$ cat config.mk
export PLATFORM = sky130hd
export DESIGN_NAME = udp_osd_pkt_parser
export DESIGN_NICKNAME = d
export VERILOG_FILES = /design/src/rtl/udp_osd_pkt_parser.sv
export SDC_FILE = /design/constraint.sdc
export NUM_CORES = 1
export LEC_CHECK = 0
export CAP_MARGIN = 0
export CORE_ASPECT_RATIO = 1.4
export CORE_MARGIN = 2
export CORE_UTILIZATION = 58
export CTS_CLUSTER_SIZE = 28
export DETAILED_ROUTE_END_ITERATION = 10
export PLACE_DENSITY = 0.85
export SLEW_MARGIN = 10
export SYNTH_ARGS = -nofsm -noshare
export SYNTH_HDL_FRONTEND = slang
export SYNTH_SLANG_ARGS = --single-unit
export TNS_END_PERCENT = 10
$ cat constraint.sdc
create_clock -name clk -period 9.1 [get_ports clk]
set_clock_uncertainty 0.1 [all_clocks]
set_input_delay 2.73 -clock clk [delete_from_list [all_inputs] [get_ports clk]]
set_output_delay 2.73 -clock clk [all_outputs]
set_load 0.01 [all_outputs]
$ cat src/rtl/udp_osd_pkt_parser.sv
// Purpose: OSD command packet framer on the prefetch FIFO read side. It hunts for the sync word, extracts the header, forwards the payload and checks the checksum.
// Latency: payload is a 0-cycle pass-through; hdr_valid, pkt_done and the counters update one cycle after the consuming byte.
// Backpressure: out_ready=0 in PAYLOAD stops the FIFO pops. Header, sync and checksum bytes are consumed whenever the FIFO is non-empty.
module udp_osd_pkt_parser #(
    parameter logic [7:0] MAGIC0  = 8'hA5,
    parameter logic [7:0] MAGIC1  = 8'h5A,
    parameter int         MAX_LEN = 1500,
    parameter int         CNT_W   = 16
) (
    input  logic             clk,
    input  logic             rst,
    output logic             fifo_rd_en,
    input  logic             fifo_rd_vld,
    input  logic [7:0]       fifo_rd_data,
    output logic [7:0]       out_data,
    output logic             out_valid,
    input  logic             out_ready,
    output logic             out_last,
    output logic [7:0]       hdr_cmd,
    output logic [15:0]      hdr_len,
    output logic             hdr_valid,
    output logic             pkt_done,
    output logic             pkt_err,
    output logic [CNT_W-1:0] pkt_cnt,
    output logic [CNT_W-1:0] err_cnt
);

    localparam logic [2:0] ST_IDLE    = 3'd0;
    localparam logic [2:0] ST_SYNC1   = 3'd1;
    localparam logic [2:0] ST_CMD     = 3'd2;
    localparam logic [2:0] ST_LEN_H   = 3'd3;
    localparam logic [2:0] ST_LEN_L   = 3'd4;
    localparam logic [2:0] ST_PAYLOAD = 3'd5;
    localparam logic [2:0] ST_CSUM    = 3'd6;

    localparam logic [15:0]      MAX_LEN_W = 16'(MAX_LEN);
    localparam logic [CNT_W-1:0] CNT_ONE   = CNT_W'(1);

    logic [2:0]  state;
    logic [2:0]  state_nxt;
    logic [7:0]  cmd_q;
    logic [7:0]  len_hi_q;
    logic [7:0]  sum_q;
    logic [15:0] remaining_q;

    logic        in_payload;
    logic        consume;
    logic [15:0] len_w;
    logic        len_bad;
    logic        csum_bad;

    assign in_payload = (state == ST_PAYLOAD);
    assign consume    = fifo_rd_vld & fifo_rd_en;
    assign len_w      = {len_hi_q, fifo_rd_data};
    assign len_bad    = (len_w > MAX_LEN_W);
    assign csum_bad   = (fifo_rd_data != sum_q);

    // FIFO pop and payload pass-through; everything is forced low while in reset
    always_comb begin
        fifo_rd_en = 1'b0;
        out_valid  = 1'b0;
        out_data   = 8'h00;
        out_last   = 1'b0;
        if (!rst) begin
            fifo_rd_en = fifo_rd_vld & (~in_payload | out_ready);
            if (in_payload) begin
                out_valid = fifo_rd_vld;
                out_data  = fifo_rd_data;
                out_last  = fifo_rd_vld & (remaining_q == 16'd1);
            end
        end
    end

    // Next-state logic: the FSM only advances on a consumed byte
    always_comb begin
        state_nxt = state;
        case (state)
            ST_IDLE: begin
                if (consume && fifo_rd_data == MAGIC0)
                    state_nxt = ST_SYNC1;
            end
            ST_SYNC1: begin
                // A repeated MAGIC0 may still be the start of a real sync word
                if (consume) begin
                    if (fifo_rd_data == MAGIC1)
                        state_nxt = ST_CMD;
                    else if (fifo_rd_data != MAGIC0)
                        state_nxt = ST_IDLE;
                end
            end
            ST_CMD: begin
                if (consume)
                    state_nxt = ST_LEN_H;
            end
            ST_LEN_H: begin
                if (consume)
                    state_nxt = ST_LEN_L;
            end
            ST_LEN_L: begin
                if (consume) begin
                    if (len_bad)
                        state_nxt = ST_IDLE;
                    else if (len_w == 16'd0)
                        state_nxt = ST_CSUM;
                    else
                        state_nxt = ST_PAYLOAD;
                end
            end
            ST_PAYLOAD: begin
                // In PAYLOAD a consume is exactly a downstream handshake
                if (consume && remaining_q == 16'd1)
                    state_nxt = ST_CSUM;
            end
            ST_CSUM: begin
                if (consume)
                    state_nxt = ST_IDLE;
            end
            default: state_nxt = ST_IDLE;
        endcase
    end

    // State register
    always_ff @(posedge clk) begin
        if (rst)
            state <= ST_IDLE;
        else
            state <= state_nxt;
    end

    // Header capture, running checksum and payload byte countdown
    always_ff @(posedge clk) begin
        if (rst) begin
            cmd_q       <= 8'h00;
            len_hi_q    <= 8'h00;
            sum_q       <= 8'h00;
            remaining_q <= 16'd0;
            hdr_cmd     <= 8'h00;
            hdr_len     <= 16'd0;
        end else begin
            if (state == ST_IDLE)
                sum_q <= 8'h00;
            if (consume) begin
                case (state)
                    ST_CMD: begin
                        cmd_q <= fifo_rd_data;
                        sum_q <= sum_q + fifo_rd_data;
                    end
                    ST_LEN_H: begin
                        len_hi_q <= fifo_rd_data;
                        sum_q    <= sum_q + fifo_rd_data;
                    end
                    ST_LEN_L: begin
                        // The visible header only changes once a length is accepted
                        if (!len_bad) begin
                            sum_q       <= sum_q + fifo_rd_data;
                            hdr_cmd     <= cmd_q;
                            hdr_len     <= len_w;
                            remaining_q <= len_w;
                        end
                    end
                    ST_PAYLOAD: begin
                        sum_q       <= sum_q + fifo_rd_data;
                        remaining_q <= remaining_q - 16'd1;
                    end
                    default: ;
                endcase
            end
        end
    end

    // One-cycle status pulses: header accepted, packet finished or aborted
    always_ff @(posedge clk) begin
        if (rst) begin
            hdr_valid <= 1'b0;
            pkt_done  <= 1'b0;
            pkt_err   <= 1'b0;
        end else begin
            hdr_valid <= 1'b0;
            pkt_done  <= 1'b0;
            pkt_err   <= 1'b0;
            if (consume && state == ST_LEN_L) begin
                if (len_bad) begin
                    pkt_done <= 1'b1;
                    pkt_err  <= 1'b1;
                end else begin
                    hdr_valid <= 1'b1;
                end
            end
            if (consume && state == ST_CSUM) begin
                pkt_done <= 1'b1;
                pkt_err  <= csum_bad;
            end
        end
    end

    // Saturating good/bad packet counters, updated alongside pkt_done
    always_ff @(posedge clk) begin
        if (rst) begin
            pkt_cnt <= '0;
            err_cnt <= '0;
        end else if (consume) begin
            if ((state == ST_LEN_L && len_bad) || (state == ST_CSUM && csum_bad)) begin
                if (err_cnt != '1)
                    err_cnt <= err_cnt + CNT_ONE;
            end else if (state == ST_CSUM) begin
                if (pkt_cnt != '1)
                    pkt_cnt <= pkt_cnt + CNT_ONE;
            end
        end
    end

endmodule

# Yosys cells after proc, flatten, opt, wreduce, memory -nomap -nowiden
# Cells that the tools add are included.
# W data, S select, Z words.
dict set report op_classes {
  n_div 0
  bitwise_logic 8
  shift 0
  n_reduce_logical 19
  n_mul 0
  n_mux 30
  magnitude_cmp 1
  n_addsub 4
  n_eq_ne 22
}
# cell n
set op_table {}
lappend op_table {{$mux W8} 5}
lappend op_table {{$add A16 B1 Y16 const B} 2}
lappend op_table {{$ne A16 B16 Y1 const B} 2}
lappend op_table {{$pmux W16 S2} 1}
lappend op_table {{$mux W3} 10}
lappend op_table {{$pmux W3 S7} 1}
lappend op_table {{$eq A16 B1 Y1 const B} 1}
lappend op_table {{$gt A16 B11 Y1 const B} 1}
lappend op_table {{$logic_not A16 Y1} 1}
lappend op_table {{$mux W16} 1}
lappend op_table {{$pmux W8 S2} 1}
lappend op_table {{$sub A16 B1 Y16 const B} 1}
lappend op_table {{$ne A2 B2 Y1 const B} 7}
lappend op_table {{$mux W1} 10}
lappend op_table {{$eq A3 B3 Y1 const B} 3}
lappend op_table {{$reduce_and A3 Y1} 3}
lappend op_table {{$add A8 B8 Y8} 1}
lappend op_table {{$eq A8 B7 Y1 const B} 1}
lappend op_table {{$eq A8 B8 Y1 const B} 1}
lappend op_table {{$ne A8 B8 Y1} 1}
lappend op_table {{$ne A8 B8 Y1 const B} 1}
lappend op_table {{$reduce_and A8 Y1} 1}
lappend op_table {{$eq A3 B2 Y1 const B} 2}
lappend op_table {{$logic_and A1 B1 Y1} 6}
lappend op_table {{14 further kinds} 20}
dict set report word_totals {
  ff_bits 102
  latch_bits 0
  rom_bits 0
  ramBits 0
  mem_count 0
}

# Depth between registers and ports, before layout
# Gate-level depths: netlist of run 1.
dict set report depth {
  depth_word 9
  depth_mapped 10
  mapped_depth_nobuf 8
}

# Worst setup path after synthesis of run 1
# No wires, ideal clock.
dict set report synth_path {
  path_kind {in2out}
  start {input rst}
  end {output out_last}
  cell_stages 4
  t_arrival_ps 3436
  path_slack_ps 2834
  path_buffers 1
  path_cell_list {clkbuf_1 inv_1 nand2_1 nor3_1}
}
dict set report synth_via {
  elab_chain_cells 1
}
# item line
set synth_lines {}
lappend synth_lines {{start: declaration} 11} ;# input logic rst,
lappend synth_lines {{$mux W1} 64} ;# if (!rst) begin
lappend synth_lines {{end: declaration} 18} ;# output logic out_last,
# No other way between the ends.

# Worst setup path in the final report of run 1
dict set report layout_path {
  start {input fifo_rd_vld}
  end {output fifo_rd_en}
}
dict set report layout_via {
  elab_chain_cells 2
}
# item line
set layout_lines {}
lappend layout_lines {{start: declaration} 13} ;# input logic fifo_rd_vld,
lappend layout_lines {{$and A1 B1 Y1} 65} ;# fifo_rd_en = fifo_rd_vld & (~in_payload | out_ready);
lappend layout_lines {{$mux W1} 64}
lappend layout_lines {{end: declaration} 12} ;# output logic fifo_rd_en,
# No other way between the ends.

==> results of run 1 <==
## final cells by class
type,instances,area (sq um),area share
Sequential cell,102,2042,0.3277
Clock inverter,5,82.58,0.01325
Inverter,17,63.81,0.01024
Antenna cell,1,2.502,0.0004016
Timing Repair Buffer,85,835.8,0.1341
Multi-Input combinational cell,466,2830,0.4542
Tap cell,105,131.4,0.02108
Clock buffer,11,242.7,0.03896
## cell usage after synthesis (9+ instances only)
cell type / number / area (sq um)
sky130_fd_sc_hd__dfxtp_1: 102 / 2042
sky130_fd_sc_hd__nand2_1: 79 / 296.5
sky130_fd_sc_hd__nor2_1: 69 / 259.0
sky130_fd_sc_hd__a21oi_1: 59 / 295.3
sky130_fd_sc_hd__clkbuf_1: 21 / 78.83
sky130_fd_sc_hd__nand3_1: 21 / 105.1
sky130_fd_sc_hd__o21ai_0: 21 / 105.1
sky130_fd_sc_hd__mux2i_1: 18 / 180.2
sky130_fd_sc_hd__inv_1: 17 / 63.81
sky130_fd_sc_hd__xor2_1: 13 / 113.9
sky130_fd_sc_hd__and3_1: 12 / 75.07
sky130_fd_sc_hd__nor3_1: 12 / 60.06
sky130_fd_sc_hd__ha_1: 11 / 137.6
sky130_fd_sc_hd__o31ai_1: 11 / 82.58
sky130_fd_sc_hd__nand3b_1: 10 / 75.07
sky130_fd_sc_hd__nand4_1: 10 / 62.56
sky130_fd_sc_hd__or4_1: 10 / 75.07
sky130_fd_sc_hd__buf_2: 9 / 45.04
## kinds of logic (layout without fill, tap and decap cells)
family / after synthesis / count (layout) / share of synthesized area
flip-flops: 102 / 102 / 0.3993
AO/OA/AOI/OAI: 138 / 138 / 0.1727
other: 0 / 1 / 0
adder cells (fa/ha/maj): 12 / 12 / 0.03083
buffers and inverters: 53 / 118 / 0.04722
multiplexers: 21 / 21 / 0.04184
XOR/XNOR: 19 / 19 / 0.03254
AND/OR/NAND/NOR: 276 / 276 / 0.2755
## power by group
part	internal, uW	leakage, uW	switching, uW
Combinational	9.52	0.00115	20.5
Sequential	446	0.000821	0.145
Clock	249	0.000160	173
## through the flow
stage / utilization / total power [uW] / area (sq um) / hold slack, ps / worst slack [ps]
final: 0.7281 / 898.4 / 6231 / 361.7 / 1815
after global routing: 0.7278 / 922.1 / 6228 / 377.1 / 1721
after CTS: 0.7278 / 898.7 / 6228 / 360.4 / 1809
after detailed placement: 0.6898 / 485.6 / 5903 / 348.5 / 1843
after global placement: 0.6898 / 484.7 / 5903 / 342.9 / 1912
after floorplan: - / 474.1 / 5114 / 331.2 / 2834
## metal layers
metal / share of wire / up-vias
met5: 0 / -
met4: 0.041 / 0
met3: 0.069 / 48
met2: 0.50 / 200
met1: 0.39 / 2260
li1: - / 2329
## sequential cells by signal (all words and copies together), names as in the netlist, 3 cells and up
signal,flops
hdr_cmd,8
len_hi_q,8
remaining_q,16
hdr_len,16
cmd_q,8
state,3
pkt_cnt,16
err_cnt,16
sum_q,8
## final timing paths
path	start	endpoint	slack, ps	cells past startpoint
max	fifo_rd_vld	fifo_rd_en	1820	5
min	hdr_cmd[7]	hdr_cmd[7]	360	2
max reg2reg	state[0]	remaining_q[8]	5910	9
min reg2reg	hdr_cmd[7]	hdr_cmd[7]	360	2
## worst max-delay path: cells and delay by family
kind,cells,cell delay (ps)
compound gates,1,180
buf+inv,3,1270
simple gates,1,270
==> results by stage, run 1 <==
Yosys:
- A synthesized cell averages 8.235 sq um.
- The synthesized netlist contains 67 unique library cells.
- The sequential fraction of the synthesis area is 0.3993.
- The cell count after synthesis is 621.
- The number of warnings issued by yosys is 0.
- The synthesized design contains 0 enable-type register cells.
- After synthesis the cells add up to 5114 sq um.
- Counting flops with an async set or reset pin after synthesis yields a share of 0.
- Synthesis produced a netlist with a net count of 645.
- The number of flip-flops and latches in the synthesized netlist is 102.
- The most used flip-flop cell after synthesis is sky130_fd_sc_hd__dfxtp_1.

Worst setup path:
- The delay of the slowest cell on the worst path is 570 ps.
- Traced cell by cell, the critical path runs through clkdlybuf4s50_1, nor2b_1, o21ai_2, inv_1, clkdlybuf4s50_1.
- STA classifies the critical path endpoint as an output pin.
- For the worst setup path, the data required time is 6270 ps.
- Along the worst path, the maximum fanout reaches 9.
- The element type at the critical path start is a primary input.
- The slowest library cell on the worst path is sky130_fd_sc_hd__clkdlybuf4s50_1.
- The critical path class is primary input to output pin.
- The most frequent cell on the critical path is sky130_fd_sc_hd__clkdlybuf4s50_1.
- STA puts the critical path data arrival time at 4450 ps.

Route:
- The final routed wirelength across all metal layers is 13590 um.
- The number of vias per cell after detailed routing is 6.107.
- The routed layout has 4837 vias.
- Once detail routing completed, the nets flagged for antenna violations numbered 0.
- The number of iterations in the first detailed-routing pass is 5.
- After detailed routing, the number of remaining DRC violations is 0.
- The starting DRC count in detailed routing is 256.
- In the final routed layout, each cell accounts on average for 17.15 um.

Flow run:
- Across the run, the number of max-cap violations was 0.

Clock tree:
- Counting the buffers created by CTS gives 9.
- At the later pin of the worst-skew pair, clock insertion delay measures 350 ps.
- The CTS tree is yes.
- The clock net in this run drives a total of 102 sinks.
- The CTS clock-pin slew for the worst setup and hold paths is 60 ps.
- The number of hold buffers added after CTS is 0.
- Buffers added to address setup during post-CTS repair amount to 0.
- The longest clock path from root to sink contains 2 buffers.
- The cell at the root of the clock tree is sky130_fd_sc_hd__clkbuf_16.
- Post-CTS repair changed the size of 0 cells.
- The clock tree synthesis step divided the H-tree into 3 levels.

Timing:
- The measured slew at the worst slew-check pin is 1075 ps.
- The clock period minus final worst setup slack is 7285 ps.
- Dividing the final minimum period by the clock period gives 0.8005.
- The upper clock frequency limit is 137.3 MHz.
- The number of pins exceeding their max-slew limit in the final report is 0.
- The relative slew slack is 0.2787.
- The final hold violation count is 0.
- Setup repair after global routing left no endpoint under its margin.
- The number of failing setup endpoints in the final timing report is 0.
- Summed over all failing endpoints, the final setup total negative slack is 0 ps.

Place:
- Detailed placement ended at an HPWL of 9310 um.
- The instance count after placement with tap cells included is 775.
- The number of buffers inserted by port buffering is 81.
- Routability-driven placement finished with a final weighted congestion of 0.8642.

Finish:
- The area growth from synthesis to layout is 21.85%.
- The net count reported at finish is 705.
- The final standard cell count with taps included and fillers excluded is 792.
- The number of inserted filler cells in the final layout is 631.
- In the layout the commonest cells are sky130_fd_sc_hd__dfxtp_1, sky130_fd_sc_hd__clkdlybuf4s50_1, sky130_fd_sc_hd__nand2_1.
- In the final layout, the share of cells above drive strength 1 is 0.06122.
- The library cell used most frequently in the layout, excluding fill and tap cells, is sky130_fd_sc_hd__dfxtp_1.

Pwr:
- Across the VDD grid, the largest voltage drop is 0.1407 mV.
- The static leakage is 0.002127 uW.
- In this run the power density over the cells is 144.2 nW/um^2.

Die:
- The number of rows created at floorplan is 40.
- The total core area is 8558 sq um.
- The die area is 9594 sq um.
- The initial standard-cell utilization of the core is 0.5975.
- The total I/O pin count is 82.
- The die is 83.36 um wide.
- The floorplan die height is 115.1 um.

Min path:
- The class of the tightest hold or removal check is register to register.

GRT:
- The met2 global-route usage is 0.4925.
- The global route total overflow is 0.
- The number of global-route vias before repair is 4524.
- The layer carrying the most global-route usage is met2.
- The first global-routing pass estimated 21780 um of wire.
- The met1 track demand over resource is 0.3068.
- The fraction of met3 tracks used by global routing is 0.06748.
- In the global route stage, overall resource usage came out at 0.2817.
- Entering global routing, the biggest net connects 74 pins.
- The initial antenna violation count came to 1.

Outcome:
- The run finished with clean final reports.
Note: power is estimated with default switching activity, not from simulation.
==> inputs of run 2 (changes only) <==
--- a/config.mk
+++ b/config.mk
@@ -8,10 +8,10 @@
 export CAP_MARGIN = 0
 export CORE_ASPECT_RATIO = 1.4
 export CORE_MARGIN = 2
-export CORE_UTILIZATION = 58
+export CORE_UTILIZATION = 54
 export CTS_CLUSTER_SIZE = 28
 export DETAILED_ROUTE_END_ITERATION = 10
-export PLACE_DENSITY = 0.85
+export PLACE_DENSITY = 0.79
 export SLEW_MARGIN = 10
 export SYNTH_ARGS = -nofsm -noshare
 export SYNTH_HDL_FRONTEND = slang
==> constraint.sdc (replaced) <==
create_clock -name clk -period 7.53 [get_ports clk]
set_clock_uncertainty 0.1 [all_clocks]
set_input_delay 2.259 -clock clk [delete_from_list [all_inputs] [get_ports clk]]
set_output_delay 2.259 -clock clk [all_outputs]
set_load 0.01 [all_outputs]
==> run 2 against run 1 <==
Effect of this change:
- sequential cell count did not move
- register-to-register slack worse by 1600 ps
- non-clock buffer count increased by 3
- largest power group unchanged
- cell count grew 0.88%
- clock power is 6.6% higher
- worst setup slack lost 700 ps
- via count is essentially flat
- wire length decreased by 0.52%
==> results by stage, run 2 (synthesis gave the netlist of run 1 again) <==
Outcome:
- The flow ran to the end, and the final reports show no timing, DRC or antenna violations.

Timing:
- The setup TNS after final layout is 0 ps.
- The final hold violation count is 0.
- For the finished layout, the period the worst path requires is 6410 ps.
- Setup repair after global routing left no endpoint under its margin.
- Dividing the final minimum period by the clock period gives 0.8513.
- The upper clock frequency limit is 156.0 MHz.
- The measured slew at the worst slew-check pin is 1055 ps.
- The relative slew slack is 0.2921.
- The number of pins exceeding their max-slew limit in the final report is 0.
- The number of failing setup endpoints in the final timing report is 0.

Route:
- The number of vias per cell after detailed routing is 6.058.
- Dividing the detail-routed wire length by the instance count gives 16.91 um.
- The final routed wirelength across all metal layers is 13520 um.
- The starting DRC count in detailed routing is 376.
- The total number of vias is 4840.
- The DRC violations left is 0.
- The number of iterations in the first detailed-routing pass is 5.
- The remaining number of nets flagged by the antenna check after routing is 0.

Worst setup path:
- STA classifies the critical path startpoint as a primary input.
- The worst reg-to-reg setup slack is 4330 ps.
- The critical path capture point type is an output pin.
- In this run the critical register-to-register path is captured at remaining_q[8].
- Data arrives at the worst endpoint at 4050 ps.
- The number of cells on the worst reg-to-reg path is 9.
- The launch point of the worst path is fifo_rd_vld.
- In this run the critical register-to-register path is launched from state[0].
- The most critical setup path has its endpoint at fifo_rd_en.
- At the worst endpoint, the required time is 5170 ps.
- The critical path class is primary input to output pin.
- Of all nets on the critical path, the largest fanout is 9.

Clock tree:
- The count of clock tree sinks is 102.
- The root buffer cell chosen for the clock tree is sky130_fd_sc_hd__clkbuf_16.
- The CTS tree is yes.
- The number of buffers on the longest clock path is 2.
- After clock tree synthesis, the repair step resized 0 gates.
- The H-tree generated during clock tree synthesis spans 3 levels.
- The number of buffers created by CTS is 9.
- For this design, the CTS-stage hold fixing added 0 buffers.
- After clock tree synthesis, the clock-pin slew on the worst setup and hold paths is 80 ps.
- The source-to-sink clock delay at the later pin of the worst-skew pair is 350 ps.
- The number of post-CTS setup repair buffers is 0.

Die:
- The total I/O pin count is 82.
- The number of rows created at floorplan is 42.
- The total core area is 9354 sq um.
- The initial utilization of the core area, before any placement, comes to 0.5467.
- The floorplan die width is 86.25 um.
- The die area is 10280 sq um.
- In this run the vertical extent of the chip is 119.1 um.

GRT:
- Entering global routing, the biggest net connects 48 pins.
- Global routing finished with a remaining overflow of 0.
- The overall fraction of global-route tracks in use is 0.2663.
- The initial antenna violation count was 1.
- The first global-routing pass estimated 22000 um of wire.
- The number of global-route vias before repair came to 4595.

Finish:
- Leaving out fill and tap cells, the most frequent cell in the layout is sky130_fd_sc_hd__dfxtp_1.
- The library cells used most frequently in the layout, excluding fill and tap cells, are sky130_fd_sc_hd__dfxtp_1, sky130_fd_sc_hd__clkdlybuf4s50_1, sky130_fd_sc_hd__nand2_1.
- After filler insertion, the fill cell instance count of the layout stands at 794.
- In the final layout, the share of cells above drive strength 1 is 0.06531.
- The number of antenna repair diodes is 0.
- The area growth from synthesis to layout is 21.53%.
- The post-layout utilization of the core is 0.6644.
- The net count reported at finish is 708.
- The multi-input combinational cells in the finished layout cover a total of 2830 sq um.
- Registers take 2042 sq um.

Pwr:
- The switching component of the power is 244.4 uW.
- The peak ir drop on the vdd network is 0.1139 mV.
- Cell internal power was estimated by the tool at 781.9 uW.
- The portion of total power attributed to combinational logic is 0.036.
- Of the total power, the share spent switching nets is 0.2381.
- The share of total power dissipated in sequential elements is 0.525.
- For this design the static power due to leakage is 0.002118 uW.
- The relative contribution of the clock network to total power is 0.438.
- The power density relative to cell area is 165.1 nW/um^2.

Flow run:
- Across the run, the number of max-cap violations was 0.

Min path:
- The worst hold path belongs to the class register to register.

Place:
- At the end of routability-driven placement, the weighted congestion stood at 0.9187.
- The number of buffers inserted by port buffering is 81.
- The HPWL after detailed placement is 9408 um.
## run 2: power groups by stage
stage | clock network [uW] | registers (uW) | logic (uW)
floorplan | 0 | 552 | 21.3
global placement | 0 | 552 | 35.5
detailed placement | 0 | 552 | 36.6
CTS | 453 | 539 | 36.9
global route | 475 | 539 | 40.3
finish | 450 | 539 | 37.4
## run 2: layout make-up
cell class | count | area share
Inverter | 17 | 0.01027
Clock buffer | 10 | 0.03684
Sequential cell | 102 | 0.3286
Tap cell | 110 | 0.02215
Timing Repair Buffer | 88 | 0.1381
Multi-Input combinational cell | 466 | 0.4554
Clock inverter | 6 | 0.008657
## run 2: worst min path at each step
stage                          start         end  slack, ps  cells past startpoint
final                     hdr_len[8]  hdr_len[8]        360                      2
after CTS                 hdr_len[0]  hdr_len[0]        360                      2
after floorplan             cmd_q[0]  hdr_cmd[0]        330                      2
after global routing      hdr_len[0]  hdr_len[0]        380                      2
after global placement    hdr_cmd[6]  hdr_cmd[6]        340                      2
after detailed placement  hdr_len[0]  hdr_len[0]        350                      2
## run 2: per-stage QoR
stage | cell area [sq um] | total power (uW) | instances | worst slack [ps] | hold WS [ps]
2_1_floorplan | 5114 | 572.9 | 621 | 2206 | 331.2
3_3_place_gp | 5932 | 587.2 | 783 | 1280 | 344.9
3_5_place_dp | 5932 | 588.3 | 783 | 1217 | 350.9
4_1_cts | 6215 | 1029 | 799 | 1126 | 361.1
5_1_grt | 6215 | 1054 | 799 | 1019 | 379.4
6_report | 6215 | 1026 | 799 | 1120 | 357.6
## run 2: layer usage
metal	track usage	vias up	wire, um
li1	-	2334	-
met1	0.3171	2319	5573
met2	0.4496	155	6773
met3	0.05613	30	743
met4	0.1289	2	410
met5	0	-	13
## run 2: worst max-delay path, cell delays in order
cell	delay, ps
sky130_fd_sc_hd__clkdlybuf4s50_1	530
sky130_fd_sc_hd__nor2b_1	310
sky130_fd_sc_hd__o21ai_2	200
sky130_fd_sc_hd__inv_1	180
sky130_fd_sc_hd__clkdlybuf4s50_1	570
==> inputs of run 3 (changes only) <==
==> constraint.sdc (replaced) <==
create_clock -name clk -period 5.9 [get_ports clk]
set_clock_uncertainty 0.1 [all_clocks]
set_input_delay 1.77 -clock clk [delete_from_list [all_inputs] [get_ports clk]]
set_output_delay 1.77 -clock clk [all_outputs]
set_load 0.01 [all_outputs]
==> run 3 against run 2 <==
Effect of this change:
- wire length increased by 0.55%
- cell count up 0.50%
- sequential share of layout area down 0.49 points
- core utilization increased by 1.0 points
- first-iteration DRC count decreased by 29%
- die area unchanged
- via count rose by 1.7%
- non-clock buffer count increased by 4
==> results by stage, run 3 (synthesis gave the netlist of run 1 again) <==
Outcome:
- The run finished with clean final reports.

Route:
- The total number of vias is 4920.
- For this run, the detailed router's first-pass iteration total came to 5.
- The remaining number of nets flagged by the antenna check after routing is 0.
- The DRC violations left is 0.
- Wires add up to 13590 um.
- The routed wire length per instance is 16.92 um.
- Dividing the detail-routed via count by the number of cells gives 6.127.
- In this run, the number of DRC markers left after iteration 0 of detailed routing was 266.

GRT:
- The overall fraction of global-route tracks in use is 0.2732.
- Global routing finished with a remaining overflow of 0.
- The first-pass GRT wire length is 22510 um.
- The pin count of the biggest net entering global routing is 52.
- The initial antenna violation count is 0.
- The number of global-route vias before repair came to 4598.

Clock tree:
- After clock tree synthesis, the flow added hold-fix buffers numbering 0.
- The number of buffers on the longest clock path is 2.
- The clock tree synthesis step divided the H-tree into 3 levels.
- Buffers inserted during clock tree synthesis total 9.
- TritonCTS built the clock tree.
- In this run, post-CTS repair resized a total of 0 instances.
- The count of clock tree sinks is 102.
- The cell at the root of the clock tree is sky130_fd_sc_hd__clkbuf_16.
- Once the clock tree was built, the setup fixing pass inserted 0 buffers.
- For the worst-skew pair, the clock arrives at the later sink with an insertion delay of 350 ps.
- Clock-pin slew was measured on the worst setup and hold paths at 70 ps.

Worst setup path:
- Data on the critical path arrives at its endpoint at 3460 ps.
- The critical path capture point type is an output pin.
- The worst path required time is 4030 ps.
- The critical path class is primary input to output pin.
- Along the worst path, the maximum fanout reaches 9.
- The element type at the critical path start is a primary input.

Timing:
- The upper clock frequency limit is 187.5 MHz.
- The share of the cycle needed by the critical path after routing is 0.9039.
- The setup TNS after final layout is 0 ps.
- Setup violations remaining at the end of the flow were counted as 0.
- The worst hold slack across all endpoints is 356.7 ps.
- For the pin with the worst max-slew slack, the measured transition is 963.6 ps.
- Setup repair after global routing left no endpoint under its margin.
- Measured against its own limit, the worst slew margin works out to 0.3541.
- The final hold violation count came to 0.
- The clock period minus final worst setup slack is 5333 ps.
- The number of pins exceeding their max-slew limit in the final report is 0.

Die:
- The number of rows created at floorplan is 42.
- The floorplan step defined a core boundary enclosing 9354 sq um.
- The floorplan die height is 119.1 um.
- The total I/O pin count is 82.
- The floorplan step defined a die boundary enclosing 10280 sq um.
- The floorplan die width is 86.25 um.
- The initial standard-cell utilization of the core is 0.5467.

Finish:
- The number of antenna repair diodes is 0.
- The library cell used most frequently in the layout, excluding fill and tap cells, is sky130_fd_sc_hd__dfxtp_1.
- The net count reported at finish is 712.
- The fraction of layout instances using a drive strength above 1 is 0.07215.
- Relative to the synthesized area, the layout overhead comes to 23.37%.
- After routing the design area is 6309 sq um.
- Leaving out fill and tap cells, the most frequent cells in the layout are sky130_fd_sc_hd__dfxtp_1, sky130_fd_sc_hd__clkdlybuf4s50_1, sky130_fd_sc_hd__nand2_1.

Place:
- Summed over all nets, the half-perimeter wirelength after detailed placement is 9441 um.
- Buffers placed on the I/O ports in this run total 81.
- After detailed placement, the total cell area comes to 5962 sq um.
- At the end of routability-driven placement, the weighted congestion stood at 0.8984.

Flow run:
- Across the run, the number of max-cap violations was 0.

Pwr:
- Across the VDD grid, the largest voltage drop is 0.1631 mV.
- In this run the power density over the cells is 225.8 nW/um^2.
- The static leakage is 0.002164 uW.

Min path:
- The class of the tightest hold or removal check is register to register.
-- run 3: final timing paths --
path | depth (start not counted) | end | slack, ps | start
hold reg to reg | 2 | hdr_len[2] | 360 | hdr_len[2]
hold / removal | 2 | hdr_len[2] | 360 | hdr_len[2]
setup / recovery | 5 | fifo_rd_en | 570 | fifo_rd_vld
setup reg to reg | 8 | remaining_q[8] | 2870 | state[0]
-- run 3: per-layer routing --
| metal | up-vias | routed length, um | track usage |
|---|---|---|---|
| li1 | 2344 | - | - |
| met1 | 2372 | 5509 | 0.3262 |
| met2 | 168 | 6841 | 0.4637 |
| met3 | 36 | 758 | 0.04366 |
| met4 | 0 | 479 | 0.1445 |
| met5 | - | 0 | 0 |
-- run 3: metrics by stage --
stage,instances,utilization,power (uW),setup slack (ps)
6_report,803,0.6744,1425,567.0
5_1_grt,803,0.6744,1460,432.6
4_1_cts,803,0.6744,1428,586.1
3_5_place_dp,787,0.6374,752.7,607.5
3_3_place_gp,787,0.6374,751.7,640.3
2_1_floorplan,621,-,731.2,1554
-- run 3: cell type report --
type	instances	area [sq um]
Tap cell	110	137.6
Clock inverter	7	121.4
Sequential cell	102	2042
Inverter	17	63.81
Clock buffer	9	225.2
Fill cell	795	3045
Multi-Input combinational cell	466	2830
Timing Repair Buffer	92	888.4
-- run 3: power breakdown --
part | leakage (uW) | switching, uW | internal, uW
Sequential | 0.000821 | 0.216 | 688
Clock | 0.000164 | 270 | 417
Combinational | 0.00118 | 32.1 | 17.3
Total | 0.00216 | 303 | 1120
-- run 3: worst max-delay path: stages --
cell,delay [ps]
sky130_fd_sc_hd__clkdlybuf4s50_1,510
sky130_fd_sc_hd__nor2b_1,260
sky130_fd_sc_hd__o21ai_2,180
sky130_fd_sc_hd__inv_1,170
sky130_fd_sc_hd__clkdlybuf4s50_1,580
